## src/rtl/bcd_counter_4digit_if.sv

```systemverilog
`default_nettype none
// +--------------------------------------------------------------------------+
// | Module   : bcd_counter_4digit_if                                         |
// | Brief    : Control/data bundle between the counter and its controller.   |
// | Revision : 1.0                                                           |
// +--------------------------------------------------------------------------+
interface bcd_counter_4digit_if;
   logic        run;
   logic        up;
   logic        btn_clr;
   logic        load;
   logic [15:0] load_val;
   logic [15:0] count;
   logic        tick;
   logic        carry;

   modport master (
      output run, up, btn_clr, load, load_val,
      input  count, tick, carry
   );

   modport slave (
      input  run, up, btn_clr, load, load_val,
      output count, tick, carry
   );
endinterface
`default_nettype wire

```

## src/rtl/bcd_counter_4digit.sv

```systemverilog
`default_nettype none
// +--------------------------------------------------------------------------+
// | Module   : bcd_counter_4digit                                            |
// | Brief    : Four-digit BCD up/down counter with prescaler, debounced      |
// |            clear button and saturating parallel load.                    |
// | Revision : 1.0                                                           |
// +--------------------------------------------------------------------------+
module bcd_counter_4digit #(
   parameter int TICK_DIV = 100,
   parameter int DEBOUNCE = 20
) (
   input  wire logic             clk,
   input  wire logic             reset,
   bcd_counter_4digit_if.slave   bus
);

   localparam logic [15:0] c_PRESC_LAST = 16'(TICK_DIV - 1);
   localparam logic [7:0]  c_DB_LAST    = 8'(DEBOUNCE - 1);

   logic [15:0] r_presc;
   logic        r_sync1;
   logic        r_sync2;
   logic [7:0]  r_db_cnt;
   logic        r_db_level;
   logic        r_db_prev;
   logic [1:0]  r_fill;
   logic [7:0]  r_arm_cnt;
   logic        r_armed;
   logic [15:0] r_count;
   logic        r_tick;
   logic        r_carry;

   logic        w_step;
   logic        w_clr;
   logic        w_wrap;
   logic [15:0] w_next;

   function automatic logic [15:0] f_bcd_inc(input logic [15:0] v);
      logic [15:0] r;
      logic        c;
      r = v;
      c = 1'b1;
      for (int i = 0; i < 4; i++) begin
         if (c) begin
            if (v[4*i +: 4] >= 4'd9) begin
               r[4*i +: 4] = 4'd0;
            end else begin
               r[4*i +: 4] = v[4*i +: 4] + 4'd1;
               c = 1'b0;
            end
         end
      end
      return r;
   endfunction

   function automatic logic [15:0] f_bcd_dec(input logic [15:0] v);
      logic [15:0] r;
      logic        b;
      r = v;
      b = 1'b1;
      for (int i = 0; i < 4; i++) begin
         if (b) begin
            if (v[4*i +: 4] == 4'd0) begin
               r[4*i +: 4] = 4'd9;
            end else begin
               r[4*i +: 4] = v[4*i +: 4] - 4'd1;
               b = 1'b0;
            end
         end
      end
      return r;
   endfunction

   function automatic logic [15:0] f_bcd_sat(input logic [15:0] v);
      logic [15:0] r;
      for (int i = 0; i < 4; i++) begin
         r[4*i +: 4] = (v[4*i +: 4] > 4'd9) ? 4'd9 : v[4*i +: 4];
      end
      return r;
   endfunction

   assign w_step = bus.run && (r_presc == c_PRESC_LAST);
   assign w_clr  = r_db_level && !r_db_prev && r_armed;
   assign w_next = bus.up ? f_bcd_inc(r_count) : f_bcd_dec(r_count);
   assign w_wrap = bus.up ? (r_count == 16'h9999) : (r_count == 16'h0000);

   always_ff @(posedge clk or posedge reset) begin
      if (reset) begin
         r_sync1    <= 1'b0;
         r_sync2    <= 1'b0;
         r_db_cnt   <= '0;
         r_db_level <= 1'b0;
         r_db_prev  <= 1'b0;
      end else begin
         r_sync1   <= bus.btn_clr;
         r_sync2   <= r_sync1;
         r_db_prev <= r_db_level;
         if (r_sync2 == r_db_level) begin
            r_db_cnt <= '0;
         end else if (r_db_cnt == c_DB_LAST) begin
            r_db_level <= r_sync2;
            r_db_cnt   <= '0;
         end else begin
            r_db_cnt <= r_db_cnt + 8'd1;
         end
      end
   end

   // After reset the clear path stays disarmed until the button has been seen
   // released (debounced and synced low) for DEBOUNCE cycles, so a button still
   // held through reset cannot masquerade as a fresh press.
   always_ff @(posedge clk or posedge reset) begin
      if (reset) begin
         r_fill    <= '0;
         r_arm_cnt <= '0;
         r_armed   <= 1'b0;
      end else begin
         r_fill <= {r_fill[0], 1'b1};
         if (!r_armed) begin
            if (r_fill[1] && !r_sync2 && !r_db_level) begin
               if (r_arm_cnt == c_DB_LAST) begin
                  r_armed <= 1'b1;
               end else begin
                  r_arm_cnt <= r_arm_cnt + 8'd1;
               end
            end else begin
               r_arm_cnt <= '0;
            end
         end
      end
   end

   always_ff @(posedge clk or posedge reset) begin
      if (reset) begin
         r_presc <= '0;
      end else if (w_clr || bus.load) begin
         r_presc <= '0;
      end else if (bus.run) begin
         r_presc <= w_step ? 16'd0 : r_presc + 16'd1;
      end
   end

   // Priority: clear, then load, then count step.
   always_ff @(posedge clk or posedge reset) begin
      if (reset) begin
         r_count <= '0;
         r_tick  <= 1'b0;
         r_carry <= 1'b0;
      end else begin
         r_tick  <= 1'b0;
         r_carry <= 1'b0;
         if (w_clr) begin
            r_count <= '0;
         end else if (bus.load) begin
            r_count <= f_bcd_sat(bus.load_val);
         end else if (w_step) begin
            r_count <= w_next;
            r_tick  <= 1'b1;
            r_carry <= w_wrap;
         end
      end
   end

   assign bus.count = r_count;
   assign bus.tick  = r_tick;
   assign bus.carry = r_carry;

endmodule
`default_nettype wire

```

## src/flat_wrapper.sv

```systemverilog
// flat-port wrapper written by rule: the top's interface ports become plain ports
module bcd_counter_4digit_flat 
#(
   parameter int TICK_DIV = 100,
   parameter int DEBOUNCE = 20
)
  (clk, reset, bus_run, bus_up, bus_btn_clr, bus_load, bus_load_val, bus_count, bus_tick, bus_carry);
  bcd_counter_4digit_if bus_i ();
  input  wire logic clk;
  input  wire logic reset;
  input wire logic [$bits(bus_i.run)-1:0] bus_run;
  input wire logic [$bits(bus_i.up)-1:0] bus_up;
  input wire logic [$bits(bus_i.btn_clr)-1:0] bus_btn_clr;
  input wire logic [$bits(bus_i.load)-1:0] bus_load;
  input wire logic [$bits(bus_i.load_val)-1:0] bus_load_val;
  output wire logic [$bits(bus_i.count)-1:0] bus_count;
  output wire logic [$bits(bus_i.tick)-1:0] bus_tick;
  output wire logic [$bits(bus_i.carry)-1:0] bus_carry;
  assign bus_i.run = bus_run;
  assign bus_i.up = bus_up;
  assign bus_i.btn_clr = bus_btn_clr;
  assign bus_i.load = bus_load;
  assign bus_i.load_val = bus_load_val;
  assign bus_count = bus_i.count;
  assign bus_tick = bus_i.tick;
  assign bus_carry = bus_i.carry;
  bcd_counter_4digit #(.TICK_DIV(TICK_DIV), .DEBOUNCE(DEBOUNCE)) u_core (.clk(clk), .reset(reset), .bus(bus_i));
endmodule
```

## config.mk

```make
export PLATFORM = sky130hd
export DESIGN_NAME = bcd_counter_4digit_flat
export DESIGN_NICKNAME = d
export VERILOG_FILES = /design/src/rtl/bcd_counter_4digit_if.sv /design/src/rtl/bcd_counter_4digit.sv /design/src/flat_wrapper.sv
export SDC_FILE = /design/constraint.sdc
export NUM_CORES = 1
export LEC_CHECK = 0
export CAP_MARGIN = 20
export CORE_MARGIN = 5
export CORE_UTILIZATION = 45
export DETAILED_ROUTE_END_ITERATION = 8
export PLACE_DENSITY = 0.66
export SLEW_MARGIN = 20
export SYNTH_ARGS = -nofsm -noshare
export SYNTH_HDL_FRONTEND = slang
export SYNTH_SLANG_ARGS = --single-unit
```

## constraint.sdc

```tcl
create_clock -name clk -period 2.4 [get_ports clk]
set_input_delay 0.48 -clock clk [delete_from_list [all_inputs] [get_ports clk]]
set_output_delay 0.48 -clock clk [all_outputs]
set_load 0.02 [all_outputs]
```

==> flow_summary_export.csv <==
group,metric,value,unit
status,outcome,"complete, no violations",
cells_and_area,nets,494,
job,maxCapViolCount,0,
cells_and_area,nFillCells,715,
clock_network,cts_tree,"yes",
sta,setup_viol,0,
setup_path,worstRegToRegCells,7,
setup_path,regToRegEndpoint,"u_core.bus.count[12]",
setup_path,worstSetupEndpoint,"u_core.bus.count[12]",
synth,ys_seq_area_share,39.0,%
clock_network,cts_resized,0,
synth,ys_warn_count,0,
drt,wire_per_inst,15.4,µm
sta,clock_skew,0.0114,ns
synth,async_flop_share,100,%
drt,vias,3161,
worst_hold_path,min_path_type,"register to register",
setup_path,cp-end-kind,"register",
synth,synth_area_leaders,"dfrtp_1, ha_1, o21ai_0",
synth,synth_ff_type,"dfrtp_1",
clock_network,root_buffer,"clkbuf_8",
synth,avgSynthCellArea,9.00,µm²
placement,dp_hpwl,6170,µm
floorplan,ios,40,
setup_path,path_class,"register to register",
synth,synth_edf_count,0,
cells_and_area,diodes,0,
synth,synth_cell_types,65,
synth,ys_ff_latch,57,
sta,timing_hold_violations_final,0,
drt,drtPass1Iterations,4,
clock_network,htreeDepth,3,
floorplan,core,7810,µm²
sta,rsz0062_at_grt,"false",
floorplan,die_h,100,µm
drt,drt-total-wl,8680,µm
sta,max_freq,454,MHz
setup_path,r2r_slack,0.20,ns
setup_path,r2r-start,"u_core.bus.count[9]",
cells_and_area,area_delta_synth_final,20.4,%
drt,drc,0,
power,leakagePower,1.87,nW
clock_network,cts_made_buffers,9,
clock_network,cts_sinks,57,
setup_path,worstPathRequired,2.62,ns
cells_and_area,mostFrequentLayoutCells,"dfrtp_1, clkdlybuf4s50_1, o21ai_0",
cells_and_area,drive_above_1_share,11.3,%
global_route,overflow,0,
placement,place.gp.congestion,0.837,
synth,synth_nets,445,
global_route,grt_max_degree,58,
power,p_total,2.97,mW
floorplan,start_util,46.9,%
setup_path,cp-start-kind,"register",
clock_network,clk_latency,0.34,ns
synth,netlist_area,3660,µm²
drt,drt.antenna.violating_nets,0,
clock_network,hold_buffers,0,
clock_network,post-cts-setup-buffer-count,0,
global_route,grt_pass1_vias,3114,
setup_path,crit_arrival,2.42,ns
power,ir_drop,0.000532,V
global_route,grt_pass1_wl,15000,µm
synth,yosysTopAreaCell,"dfrtp_1",
floorplan,fp.dieArea,10000,µm²
floorplan,fp-row-count,32,
sta,fin_crit,2.20,ns
cells_and_area,final_area,4410,µm²
power,cellPowerDensity,673,nW/µm²
sta,finalSetupTns,0,ns
placement,io_buffers,39,
sta,fin_crit_sh,91.7,%
drt,drt_iter0_drc,183,
synth,synthCells,407,
global_route,gr-usage-all-layers,18.6,%
drt,viasPerCell,5.62,
floorplan,die_x,100,µm
setup_path,startpoint,"u_core.bus.count[9]",
global_route,antenna_found_initial,0,
placement,postPlaceCellArea,4250,µm²
setup_path,crit_fanout,5,
synth,synth.top_cell.area_share,39.0,%
clock_network,cts_buffer_depth,2,
cells_and_area,final_common_cell,"dfrtp_1",
sta,finalMaxSlewViolations,0,
clock_network,path_clk_slew,0.07,ns
==> final cells by class <==
class / count / area (µm²) / share of cell area [%]
clock inverters: 3 / 17.5 / 0.397
clock buffers: 12 / 145 / 3.29
flip-flops and latches: 57 / 1430 / 32.4
multi-input cells: 310 / 2070 / 47.0
repair buffers: 54 / 528 / 12.0
well taps: 102 / 128 / 2.90
inverters: 24 / 90.1 / 2.04
==> registers in the layout, indices dropped and copies added, names as in the netlist <==
signal,count
u_core.bus.carry,1
u_core.r_sync2,1
u_core.r_arm_cnt,8
u_core.r_db_cnt,8
u_core.r_presc,16
u_core.r_armed,1
u_core.bus.count,16
u_core.r_db_prev,1
u_core.r_sync1,1
u_core.r_db_level,1
u_core.bus.tick,1
u_core.r_fill,2
==> cells by family after synthesis <==
group                    after synthesis  synth area share, %
AND/OR/NAND/NOR                      164                 26.2
AO/OA/AOI/OAI                        103                 17.8
flip-flops                            57                 39.0
buffers and inverters                 40                 4.41
XOR/XNOR                              18                 4.31
adder cells (fa/ha/maj)               16                 5.47
multiplexers                           8                 2.70
other                                  1                0.102
==> per-layer routing <==
metal | global-route usage, % | vias up | part of all wire, %
met3 | 4.86 | 14 | 4.7
met1 | 25.7 | 1494 | 49
met2 | 28.0 | 73 | 45
li1 | - | 1580 | -
met4 | 6.94 | 0 | 1.7
met5 | 0 | - | 0
==> worst max-delay path: stages (launching register included) <==
cell,delay (ns)
dfrtp_1,0.43
inv_1,0.17
ha_1,0.27
or3b_2,0.50
nand3_1,0.10
o311ai_1,0.15
nand2_4,0.13
mux2_2,0.33
==> per-stage QoR <==
| stage | worst slack, ns | util, % | hold slack (ns) | std cells |
|---|---|---|---|---|
| detailed placement | 0.163 | 54.4 | 0.337 | 547 |
| global placement | 0.163 | 54.4 | 0.338 | 547 |
| CTS | 0.214 | 56.5 | 0.349 | 562 |
| floorplan | 0.301 | - | 0.331 | 407 |
| finish | 0.199 | 56.5 | 0.341 | 562 |
| global route | 0.0839 | 56.5 | 0.361 | 562 |
==> worst min path at each step <==
| stage | slack (ns) | end | cells past startpoint | start |
|---|---|---|---|---|
| floorplan | 0.33 | u_core.r_fill[1] | 0 | u_core.r_fill[0] |
| global placement | 0.34 | u_core.r_fill[1] | 0 | u_core.r_fill[0] |
| detailed placement | 0.34 | u_core.r_fill[1] | 0 | u_core.r_fill[0] |
| CTS | 0.35 | u_core.r_fill[1] | 0 | u_core.r_fill[0] |
| global route | 0.36 | u_core.r_fill[1] | 0 | u_core.r_fill[0] |
| finish | 0.34 | u_core.r_fill[1] | 0 | u_core.r_fill[0] |
==> synthesized netlist by cell type (all sizes together) (3+ instances only) <==
cell type and count:
nor4b 6, buf 10, a221oi 3, xor2 11, o21ai 39, a31oi 7
ha 16, nand3b 5, xnor2 7, nor2b 4, nor3b 3, and2 10
a211oi 3, o311ai 3, or3b 4, nor2 30, dfrtp 57, and4 3
mux2 5, and3 5, inv 24, a32o 3, nor3 11, nand2 23
nand4 9, or3 10, a21oi 26, nand3 18, clkbuf 6, nand2b 12
==> power breakdown <==
group	switching [mW]	internal (mW)	leakage (nW)
Combinational	0.506	0.471	1.03
Sequential	0.160	1.04	0.749
Clock	0.391	0.394	0.0822
No activity file was read; power rests on OpenSTA's default activity.
